## config.mk

```make
export PLATFORM = sky130hd
export DESIGN_NAME = cusp_shaper_param_flat
export DESIGN_NICKNAME = d
export VERILOG_FILES = /design/src/rtl/cusp_pkg.sv /design/src/rtl/cusp_shaper_param_if.sv /design/src/rtl/cusp_delay_line.sv /design/src/rtl/cusp_shaper_param.sv /design/src/flat_wrapper.sv
export SDC_FILE = /design/constraint.sdc
export NUM_CORES = 1
export LEC_CHECK = 0
export CORE_UTILIZATION = 30
export DETAILED_ROUTE_END_ITERATION = 6
export SYNTH_ARGS = -nofsm -noshare
export SYNTH_HDL_FRONTEND = slang
export SYNTH_HIERARCHICAL = 1
export SYNTH_SLANG_ARGS = --single-unit
```

## constraint.sdc

```tcl
create_clock -name clk -period 6.93 [get_ports clk]
set_input_delay 1.0395 -clock clk [delete_from_list [all_inputs] [get_ports clk]]
set_output_delay 1.0395 -clock clk [all_outputs]
set_load 0.01 [all_outputs]
```

## src/rtl/cusp_pkg.sv

```systemverilog
// Shared definitions for the cusp pulse shaper: default widths and filter
// constants, the two-state FSM encoding and the output saturation helper.
package cusp_pkg;

    localparam int ADC_W_DEF     = 12;
    localparam int ACC_W_DEF     = 32;
    localparam int OUT_W_DEF     = 16;
    localparam int K_DEF         = 11;
    localparam int L_DEF         = 5;
    localparam int M1_DEF        = 16;
    localparam int M2_DEF        = 1;
    localparam int OUT_SHIFT_DEF = 4;

    // Working width for the saturation compare; holds any ACC_W up to 64.
    localparam int SAT_W = 64;

    typedef enum logic {
        PRIME = 1'b0,
        RUN   = 1'b1
    } cusp_state_t;

    typedef struct packed {
        logic clamp_hi;
        logic clamp_lo;
    } sat_t;

    // Decide whether a sign-extended value fits a signed out_w-bit field,
    // reporting which rail it must be clamped to when it does not.
    function automatic sat_t saturate(input logic signed [SAT_W-1:0] t,
                                      input int                      out_w);
        logic signed [SAT_W-1:0] one_v;
        logic signed [SAT_W-1:0] max_v;
        logic signed [SAT_W-1:0] min_v;
        sat_t                    r;
        one_v      = SAT_W'(1'b1);
        max_v      = (one_v <<< (out_w - 1)) - one_v;
        min_v      = ~max_v;
        r.clamp_hi = (t > max_v);
        r.clamp_lo = (t < min_v);
        return r;
    endfunction

endpackage

```

## src/rtl/cusp_shaper_param_if.sv

```systemverilog
// Sample-in / filtered-sample-out bundle of the cusp shaper.
interface cusp_shaper_param_if
    import cusp_pkg::*;
#(
    parameter int ADC_W = ADC_W_DEF,
    parameter int OUT_W = OUT_W_DEF
);
    logic                    in_valid;
    logic [ADC_W-1:0]        input_data;
    logic                    out_valid;
    logic signed [OUT_W-1:0] output_data;
    logic                    primed;
    logic                    ovf;

    modport master (
        output in_valid, input_data,
        input  out_valid, output_data, primed, ovf
    );

    modport slave (
        input  in_valid, input_data,
        output out_valid, output_data, primed, ovf
    );
endinterface

```

## src/rtl/cusp_delay_line.sv

```systemverilog
// Enable-gated shift register; dout is the entry written DEPTH shifts ago.
module cusp_delay_line #(
    parameter int DEPTH = 11,
    parameter int WIDTH = 12
) (
    input  logic             clk,
    input  logic             rst_n,
    input  logic             clr,
    input  logic             en,
    input  logic [WIDTH-1:0] din,
    output logic [WIDTH-1:0] dout
);
    logic [DEPTH-1:0][WIDTH-1:0] line_q;
    logic [DEPTH-1:0][WIDTH-1:0] line_d;

    // Next contents: flush on clear, shift on enable, otherwise hold.
    always_comb begin
        line_d = line_q;
        if (clr) begin
            line_d = '0;
        end else if (en) begin
            line_d[0] = din;
            for (int i = 1; i < DEPTH; i++) begin
                line_d[i] = line_q[i-1];
            end
        end else begin
            line_d = line_q;
        end
    end

    // Storage for the delay line.
    always_ff @(posedge clk or negedge rst_n) begin
        if (!rst_n) begin
            line_q <= '0;
        end else begin
            line_q <= line_d;
        end
    end

    assign dout = line_q[DEPTH-1];
endmodule

```

## src/rtl/cusp_shaper_param.sv

```systemverilog
// Parametrised cusp-like pulse shaper: delay/difference stage, p integrator,
// q/s integrators, then scaled and saturated output register.
module cusp_shaper_param
    import cusp_pkg::*;
#(
    parameter int ADC_W     = ADC_W_DEF,
    parameter int ACC_W     = ACC_W_DEF,
    parameter int OUT_W     = OUT_W_DEF,
    parameter int K         = K_DEF,
    parameter int L         = L_DEF,
    parameter int M1        = M1_DEF,
    parameter int M2        = M2_DEF,
    parameter int OUT_SHIFT = OUT_SHIFT_DEF
) (
    input logic                clk,
    input logic                reset,
    input logic                clear,
    cusp_shaper_param_if.slave bus
);
    localparam int                      CNT_W      = $clog2(K + L + 2);
    localparam logic [CNT_W-1:0]        PRIME_LAST = CNT_W'(K + L);
    localparam logic signed [ACC_W-1:0] K_C        = ACC_W'(K);
    localparam logic signed [ACC_W-1:0] M1_C       = ACC_W'(M1);
    localparam logic signed [ACC_W-1:0] M2_C       = ACC_W'(M2);
    localparam logic signed [OUT_W-1:0] OUT_MAX    = {1'b0, {(OUT_W-1){1'b1}}};
    localparam logic signed [OUT_W-1:0] OUT_MIN    = {1'b1, {(OUT_W-1){1'b0}}};

    logic                    accept_s;
    logic [ADC_W-1:0]        v_old_s;
    logic signed [ACC_W-1:0] dl_old_s;
    logic signed [ACC_W-1:0] q_new_s;
    logic signed [ACC_W-1:0] t_s;
    logic signed [SAT_W-1:0] t_ext_s;
    sat_t                    sat_s;

    cusp_state_t             state_q, state_d;
    logic [CNT_W-1:0]        cnt_q, cnt_d;
    logic                    primed_q, primed_d;
    logic [ADC_W-1:0]        prev_q, prev_d;
    logic signed [ACC_W-1:0] dk_q, dk_d, dl_q, dl_d;
    logic signed [ACC_W-1:0] p_q, p_d, q_q, q_d, s_q, s_d;
    logic                    s1_vld_q, s1_vld_d, s1_run_q, s1_run_d;
    logic                    s2_vld_q, s2_vld_d, s3_vld_q, s3_vld_d;
    logic                    out_vld_q, out_vld_d, ovf_q, ovf_d;
    logic signed [OUT_W-1:0] out_q, out_d;

    // A restart in the same cycle wins over an incoming sample.
    assign accept_s = bus.in_valid & ~clear;

    cusp_delay_line #(.DEPTH(K), .WIDTH(ADC_W)) u_sample_line (
        .clk (clk), .rst_n(reset), .clr(clear), .en(accept_s),
        .din (bus.input_data), .dout(v_old_s)
    );

    // dl values enter the history as they leave stage 1, so the tail is dl(n-L).
    cusp_delay_line #(.DEPTH(L), .WIDTH(ACC_W)) u_dl_line (
        .clk (clk), .rst_n(reset), .clr(clear), .en(s1_vld_q),
        .din (dl_q), .dout(dl_old_s)
    );

    // Priming FSM next state: count accepted samples until the history is full.
    always_comb begin
        state_d = state_q;
        cnt_d   = cnt_q;
        if (clear) begin
            state_d = PRIME;
            cnt_d   = '0;
        end else if (accept_s && (state_q == PRIME)) begin
            cnt_d = cnt_q + CNT_W'(1'b1);
            if (cnt_q == PRIME_LAST) begin
                state_d = RUN;
            end else begin
                state_d = PRIME;
            end
        end else begin
            state_d = state_q;
            cnt_d   = cnt_q;
        end
        primed_d = (state_d == RUN);
    end

    // Priming FSM registers with registered primed flag.
    always_ff @(posedge clk or negedge reset) begin
        if (!reset) begin
            state_q  <= PRIME;
            cnt_q    <= '0;
            primed_q <= 1'b0;
        end else begin
            state_q  <= state_d;
            cnt_q    <= cnt_d;
            primed_q <= primed_d;
        end
    end

    // Stage 1: difference terms; tag samples that complete the priming window.
    always_comb begin
        prev_d   = prev_q;
        dk_d     = dk_q;
        dl_d     = dl_q;
        s1_vld_d = 1'b0;
        s1_run_d = 1'b0;
        if (clear) begin
            prev_d = '0;
            dk_d   = '0;
            dl_d   = '0;
        end else if (accept_s) begin
            prev_d   = bus.input_data;
            dk_d     = ACC_W'(bus.input_data) - ACC_W'(v_old_s);
            dl_d     = ACC_W'(bus.input_data) - ACC_W'(prev_q);
            s1_vld_d = 1'b1;
            s1_run_d = (state_q == RUN) || (cnt_q == PRIME_LAST);
        end else begin
            s1_vld_d = 1'b0;
            s1_run_d = 1'b0;
        end
    end

    // Stages 2 and 3: p integrator, then q and s (s uses the freshly updated q).
    always_comb begin
        q_new_s  = q_q + M2_C * p_q;
        p_d      = p_q;
        q_d      = q_q;
        s_d      = s_q;
        s2_vld_d = 1'b0;
        s3_vld_d = 1'b0;
        if (clear) begin
            p_d = '0;
            q_d = '0;
            s_d = '0;
        end else begin
            if (s1_vld_q && s1_run_q) begin
                p_d      = p_q + dk_q - K_C * dl_old_s;
                s2_vld_d = 1'b1;
            end else begin
                s2_vld_d = 1'b0;
            end
            if (s2_vld_q) begin
                q_d      = q_new_s;
                s_d      = s_q + q_new_s + M1_C * p_q;
                s3_vld_d = 1'b1;
            end else begin
                s3_vld_d = 1'b0;
            end
        end
    end

    // Stage 4: scale, clamp to the output range and record any clamping.
    always_comb begin
        t_s       = s_q >>> OUT_SHIFT;
        t_ext_s   = SAT_W'(t_s);
        sat_s     = saturate(t_ext_s, OUT_W);
        out_d     = out_q;
        ovf_d     = ovf_q;
        out_vld_d = 1'b0;
        if (clear) begin
            out_d = '0;
            ovf_d = 1'b0;
        end else if (s3_vld_q) begin
            out_vld_d = 1'b1;
            ovf_d     = ovf_q | sat_s.clamp_hi | sat_s.clamp_lo;
            if (sat_s.clamp_hi) begin
                out_d = OUT_MAX;
            end else if (sat_s.clamp_lo) begin
                out_d = OUT_MIN;
            end else begin
                out_d = t_s[OUT_W-1:0];
            end
        end else begin
            out_vld_d = 1'b0;
        end
    end

    // Datapath and output registers.
    always_ff @(posedge clk or negedge reset) begin
        if (!reset) begin
            prev_q    <= '0;
            dk_q      <= '0;
            dl_q      <= '0;
            s1_vld_q  <= 1'b0;
            s1_run_q  <= 1'b0;
            p_q       <= '0;
            s2_vld_q  <= 1'b0;
            q_q       <= '0;
            s_q       <= '0;
            s3_vld_q  <= 1'b0;
            out_vld_q <= 1'b0;
            out_q     <= '0;
            ovf_q     <= 1'b0;
        end else begin
            prev_q    <= prev_d;
            dk_q      <= dk_d;
            dl_q      <= dl_d;
            s1_vld_q  <= s1_vld_d;
            s1_run_q  <= s1_run_d;
            p_q       <= p_d;
            s2_vld_q  <= s2_vld_d;
            q_q       <= q_d;
            s_q       <= s_d;
            s3_vld_q  <= s3_vld_d;
            out_vld_q <= out_vld_d;
            out_q     <= out_d;
            ovf_q     <= ovf_d;
        end
    end

    assign bus.out_valid   = out_vld_q;
    assign bus.output_data = out_q;
    assign bus.primed      = primed_q;
    assign bus.ovf         = ovf_q;
endmodule
```

## src/flat_wrapper.sv

```systemverilog
// flat-port wrapper written by rule: the top's interface ports become plain ports
module cusp_shaper_param_flat import cusp_pkg::*;
#(
    parameter int ADC_W     = ADC_W_DEF,
    parameter int ACC_W     = ACC_W_DEF,
    parameter int OUT_W     = OUT_W_DEF,
    parameter int K         = K_DEF,
    parameter int L         = L_DEF,
    parameter int M1        = M1_DEF,
    parameter int M2        = M2_DEF,
    parameter int OUT_SHIFT = OUT_SHIFT_DEF
)
  (clk, reset, clear, bus_in_valid, bus_input_data, bus_out_valid, bus_output_data, bus_primed, bus_ovf);
  cusp_shaper_param_if #(.ADC_W(ADC_W), .OUT_W(OUT_W)) bus_i ();
  input logic clk;
  input logic reset;
  input logic clear;
  input wire logic [$bits(bus_i.in_valid)-1:0] bus_in_valid;
  input wire logic [$bits(bus_i.input_data)-1:0] bus_input_data;
  output wire logic [$bits(bus_i.out_valid)-1:0] bus_out_valid;
  output wire logic [$bits(bus_i.output_data)-1:0] bus_output_data;
  output wire logic [$bits(bus_i.primed)-1:0] bus_primed;
  output wire logic [$bits(bus_i.ovf)-1:0] bus_ovf;
  assign bus_i.in_valid = bus_in_valid;
  assign bus_i.input_data = bus_input_data;
  assign bus_out_valid = bus_i.out_valid;
  assign bus_output_data = bus_i.output_data;
  assign bus_primed = bus_i.primed;
  assign bus_ovf = bus_i.ovf;
  cusp_shaper_param #(.ADC_W(ADC_W), .ACC_W(ACC_W), .OUT_W(OUT_W), .K(K), .L(L), .M1(M1), .M2(M2), .OUT_SHIFT(OUT_SHIFT)) u_core (.clk(clk), .reset(reset), .clear(clear), .bus(bus_i));
endmodule
```

Yosys cells after proc, flatten, opt, wreduce, memory -nomap -nowiden --
Cells that the tools add are included.
Word-level totals: output and inout bits 19, bits of input ports 16, word-level logic and storage cells 94, flip-flop bits (word level) 492
Cells by class: order comparisons 2, add/sub/neg operators 8, equality and inequality tests 1, mux-type cells 37, multiply operators 1, bitwise gates (word level) 5, reduce and logical (&&, ||, !) cells 9
Operators by type and width (count):
- 160-bit 2-to-1 mux | 2
- 32-bit 2-to-1 mux | 10
- 132-bit 2-to-1 mux | 2
- 32-bit adder | 4
- 16-bit 2-to-1 mux | 4
- 5-bit by 32-bit multiplier with 32-bit output (first input constant) | 1
- 32-bit subtractor | 1
- 28-bit by 16-bit greater-than comparator with 1-bit output (second input constant) | 1
- 28-bit by 16-bit less-than comparator with 1-bit output (second input constant) | 1
- 12-bit by 12-bit subtractor with 13-bit output | 2
- 12-bit 2-to-1 mux | 2
- 1-bit 2-to-1 mux | 15
- 2-bit nonzero test | 6
- 5-bit 2-to-1 mux | 2
- 5-bit by 1-bit adder with 5-bit output (second input constant) | 1
- 5-bit equality test (second input constant) | 1
- 1-bit logical AND | 2
- 1-bit NOT | 2
- 1-bit OR | 2
- 1-bit bitwise AND | 1
- 1-bit logical OR | 1

Longest topological paths before layout --
depth after elaboration 5, mapped depth 25, depth with buffers taken out 25

Hierarchy --
Netlist, hierarchy kept.
By module, submodules not included:
- cusp_shaper_param | seq. area each 4053.9 µm², cells each 1789, instances 1, area each 16061.7 µm²
- cusp_delay_line (u_core.u_dl_line) | seq. area each 4003.8 µm², cells each 548, instances 1, area each 6734.0 µm²
- cusp_delay_line (u_core.u_sample_line) | seq. area each 3303.2 µm², cells each 438, instances 1, area each 5450.2 µm²

Worst setup path after synthesis --
No wires, ideal clock.
path type reg-to-reg, from register u_core.dk_q[30], to register u_core.p_q[31], clock period less this slack 4.858 ns, setup slack 2.072 ns, required time 6.790 ns, cell stages (with the launch flop) 16, data arrival time 4.718 ns, library setup time 0.140 ns, path buffers 1, cell sequence dfrtp_1 -> inv_1 -> fa_1 -> fa_1 -> fa_1 -> inv_1 -> ha_1 -> clkbuf_1 -> and4_1 -> a22oi_1 -> a21oi_1 -> a211oi_1 -> o31a_1 -> o21ai_2 -> o41ai_1 -> o211ai_1
Between the ends: longest elaborated chain between the ends 4
Ends and longest elaborated chain:
- from (decl) | line cusp_shaper_param.sv:40 | logic signed [ACC_W-1:0] dk_q, dk_d, dl_q, dl_d;
- from (signal assigned) | line cusp_shaper_param.sv:191 | dk_q <= dk_d;
- 32-bit adder | line cusp_shaper_param.sv:132 | p_d = p_q + dk_q - K_C * dl_old_s;
- 32-bit subtractor | line cusp_shaper_param.sv:132
- 32-bit 2-to-1 mux | line cusp_shaper_param.sv:131 | if (s1_vld_q && s1_run_q) begin
- 32-bit 2-to-1 mux | line cusp_shaper_param.sv:126 | if (clear) begin
- to (signal assigned) | line cusp_shaper_param.sv:195 | p_q <= p_d;
- to (decl) | line cusp_shaper_param.sv:41 | logic signed [ACC_W-1:0] p_q, p_d, q_q, q_d, s_q, s_d;
Every way passes these cells. The select of a mux whose other input is x is not followed. A chain may end at the register's enable or synchronous reset.

Final worst setup path --
from register u_core.p_q[0], to register u_core.s_q[31]
Between the ends: longest elaborated chain between the ends 5
Ends and longest elaborated chain:
- 32-bit adder | line cusp_shaper_param.sv:120 | q_new_s = q_q + M2_C * p_q;
- 32-bit adder | line cusp_shaper_param.sv:139 | s_d = s_q + q_new_s + M1_C * p_q;
- 32-bit adder * | line cusp_shaper_param.sv:139
- 32-bit 2-to-1 mux * | line cusp_shaper_param.sv:137 | if (s2_vld_q) begin
- 32-bit 2-to-1 mux * | line cusp_shaper_param.sv:126
- to (signal assigned) | line cusp_shaper_param.sv:184 | s_q <= '0;
- to (signal assigned) | line cusp_shaper_param.sv:198 | s_q <= s_d;
- to (decl) | line cusp_shaper_param.sv:41
Mark *: on every way between the ends. The rest lies on a longest branch, timed or not. The select of a mux whose other input is x is not followed.

==> results.json <==
{
  "outcome": "complete, no violations",
  "cts-buffers-inserted": 52,
  "synth-warning-count": 6,
  "hold_violations": 0,
  "cts_tree": "built",
  "viasPerCell": 4.55,
  "gp_congestion": 0.852,
  "synth_top_area_share": 0.402,
  "synth_enable_flop_cells": 0,
  "drt-total-wl_microns": 54900,
  "drt_first_pass_iters": 5,
  "grt-ovfl-total": 0,
  "ys_types": 82,
  "fin_setup_tns_ps": 0,
  "start_util": 0.303,
  "portBuffers": 34,
  "mostFrequentLayoutCells": "dfrtp_1 (452), nor2_1 (448), mux2i_1 (338), inv_1 (278), ha_1 (186)",
  "final_common_cell": "dfrtp_1",
  "worstPathArrival_ps": 6120,
  "grt_pass1_vias": 18410,
  "rows": 112,
  "clockBufferDepth": 3,
  "dp_cells": 3922,
  "synth_area_sq_um": 28200,
  "ff2ff_setup_slack_ps": 1320,
  "antenna_found_initial": 0,
  "synth_nets": 3095,
  "finalNonFillerCells": 4014,
  "post-route-period-util": 0.810,
  "cp-end-kind": "flop",
  "worst-path-max-fanout": 6,
  "cts_resized": 0,
  "p_clk_frac": 0.431,
  "fin_nets": 3042,
  "rsz0062_at_grt": "false",
  "synth_top_area_cell": "dfrtp_1",
  "htree_levels": 2,
  "clkSinkCount": 454,
  "report.final.slew_viol_count": 0,
  "die_width_microns": 309,
  "yosys_register_bits": 454,
  "setup_viol": 0,
  "drive_gt1_frac": 0.0471,
  "maxCapViolCount": 0,
  "tightest_slew_ps": 971,
  "cp_data_required_time_ps": 7440,
  "insertion_delay_ps": 630,
  "synthCells": 2775,
  "grt_max_degree": 143,
  "vias": 18263,
  "dr.first_iter.drc_count": 1042,
  "switching_power_w": 0.00162,
  "swShare": 0.264,
  "post-dp-hpwl_microns": 38400,
  "p_int_w": 0.00453,
  "die-height_microns": 309,
  "max_clock_freq_mhz": 178,
  "core_sq_um": 93300,
  "max_slew_margin": 0.353,
  "ys_seq_area_frac": 0.402,
  "num-fill-cells": 9597,
  "die_area_sq_um": 95400,
  "wire_per_inst_microns": 13.7,
  "drc_errors": 0,
  "pwr-share-seq": 0.442,
  "track_usage": 0.118,
  "ioPinCount": 35,
  "diodes": 0,
  "fin_skew_ps": 42.0,
  "crit_type": "flop to flop",
  "ant_nets": 0,
  "combPwrFrac": 0.127,
  "worstSetupStartpointType": "flop",
  "peakVddDrop_uv": 176,
  "grt_pass1_wl_microns": 93600,
  "syn_to_final_growth_pct": 9.65,
  "cts.reportedPaths.clkPinSlew_ps": 60,
  "powerDensity_nw_per_um2": 199,
  "hold_path_class": "input port to asynchronous set/reset pin",
  "cts_root_buf": "clkbuf_16",
  "synthArstFlopShare": 1.00,
  "period_minus_slack_ps": 5610,
  "synthFlopType": "dfrtp_1",
  "hold_buffers": 0,
  "synth.avg_cell_area_sq_um": 10.2,
  "synth.area.top_cells": "dfrtp_1 (40%), mux2i_1 (12%), fa_1 (8.4%)",
  "p_leak_nw": 14.8,
  "cts_setup_buffers": 0
}
## power by group through the flow
stage	sequential (W)	clock, W	combinational (W)
3_3_place_gp	0.00276	0	0.000785
6_report	0.00272	0.00265	0.000782
2_1_floorplan	0.00275	0	0.000615
4_1_cts	0.00272	0.00275	0.000793
3_5_place_dp	0.00277	0	0.000790
5_1_grt	0.00272	0.00284	0.000889
## cell type report
class	instances	area (sq um)	area share
Clock buffer	77	1530	0.0492
Tap cell	1254	1570	0.0507
Sequential cell	454	11400	0.367
Clock inverter	15	149	0.00481
Timing Repair Buffer	54	533	0.0172
Multi-Input combinational cell	1881	14800	0.477
Inverter	279	1050	0.0340
## state kept, by name (all words and copies together), names as in the netlist
signal / count
u_core/bus.out_valid: 1
u_core/bus.ovf: 1
u_core/u_sample_line/line_q: 120
u_core/u_sample_line/dout: 12
u_core/s2_vld_q: 1
u_core/prev_q: 12
u_core/q_q: 32
u_core/dk_q: 13
u_core/u_dl_line/dout: 32
u_core/s_q: 32
u_core/u_dl_line/line_q: 128
u_core/s1_run_q: 1
u_core/bus.output_data: 16
u_core/dl_q: 13
u_core/bus.primed: 1
u_core/s3_vld_q: 1
u_core/p_q: 32
u_core/s1_vld_q: 1
u_core/cnt_q: 5
## cells in the mapped netlist, types with 3 or more instances
cell type and count:
o31ai_1 14, nand4_1 17, o21ai_1 6, nand3_1 27, xor2_1 28, o221ai_1 3
o21bai_1 26, or3_1 8, mux2i_1 338, buf_2 8, buf_8 20, nand3b_1 5
nor4_1 10, a31o_2 3, a211oi_1 22, o31a_1 3, a311o_1 4, and2_1 14
clkbuf_1 62, nor2_1 448, nand4b_1 3, a31oi_1 6, nand2_1 132, nor3_1 16
o2111ai_1 6, o21a_1 24, nand2b_1 8, buf_4 58, o211ai_1 6, fa_1 118
xnor2_1 72, nor4b_1 3, and3_1 6, buf_1 12, o21ai_0 100, inv_1 279
o22ai_1 7, ha_1 186, a21o_1 40, a21boi_0 5, a22o_1 3, dfrtp_1 454
a221o_1 4, nor2b_1 19, a21oi_1 95
## critical path: stages, from the launching register on
cell	delay (ps)
dfrtp_1	420
ha_1	240
inv_1	70
fa_1	200
nor2b_1	50
o21ai_1	170
a21oi_1	140
o21ai_0	320
a21oi_1	170
o221ai_1	340
o21ai_1	190
o41ai_2	360
xor2_1	140
fa_1	500
inv_1	40
ha_1	360
a21o_1	220
a21o_1	170
a21oi_1	200
nor2_1	80
a211oi_1	300
o211a_1	220
o31ai_1	80
xnor2_1	160
xnor2_1	150
a211oi_2	240
## final timing paths
check,startpoint,cells after the start,end
worst max-delay path,u_core/p_q[0],25,u_core/s_q[31]
worst min-delay path,reset,1,u_core/u_dl_line/line_q[28]
worst max register to register,u_core/p_q[0],25,u_core/s_q[31]
worst min register to register,u_core/bus.output_data[12],2,u_core/bus.output_data[12]
max in group asynchronous,reset,2,u_core/s2_vld_q
min in group clk,u_core/bus.output_data[12],2,u_core/bus.output_data[12]
## stage by stage
stage               hold slack, ps  power, W  worst slack (ps)  cell area (sq um)  utilization
global route                   496   0.00645               891              31000        0.332
global placement               467   0.00355              1450              29300        0.314
floorplan                      450   0.00336              2070              28200            -
detailed placement             469   0.00356              1370              29300        0.314
CTS                            453   0.00626              1300              31000        0.332
finish                         438   0.00615              1320              31000        0.332
## metal layers
metal	part of all wire	up-vias	GRT usage	wire length, microns
met1	0.50	8802	0.165	27300
met2	0.45	222	0.191	24700
li1	-	9152	-	-
met3	0.028	87	0.0151	1530
met4	0.025	0	0.0356	1350
met5	0	-	0	0
## cells by family (layout without fill, tap and decap cells)
logic type,after synthesis,in the layout,synth area share
muxes,340,340,0.121
AOI/OAI and AO/OA,405,405,0.0945
adders and majority gates,304,304,0.166
DFF,454,454,0.402
and+or+nand+nor,732,732,0.111
xor gates and xnor gates,100,100,0.0310
buffers and inverters,440,425,0.0748
Note: power is estimated with default switching activity, not from simulation.
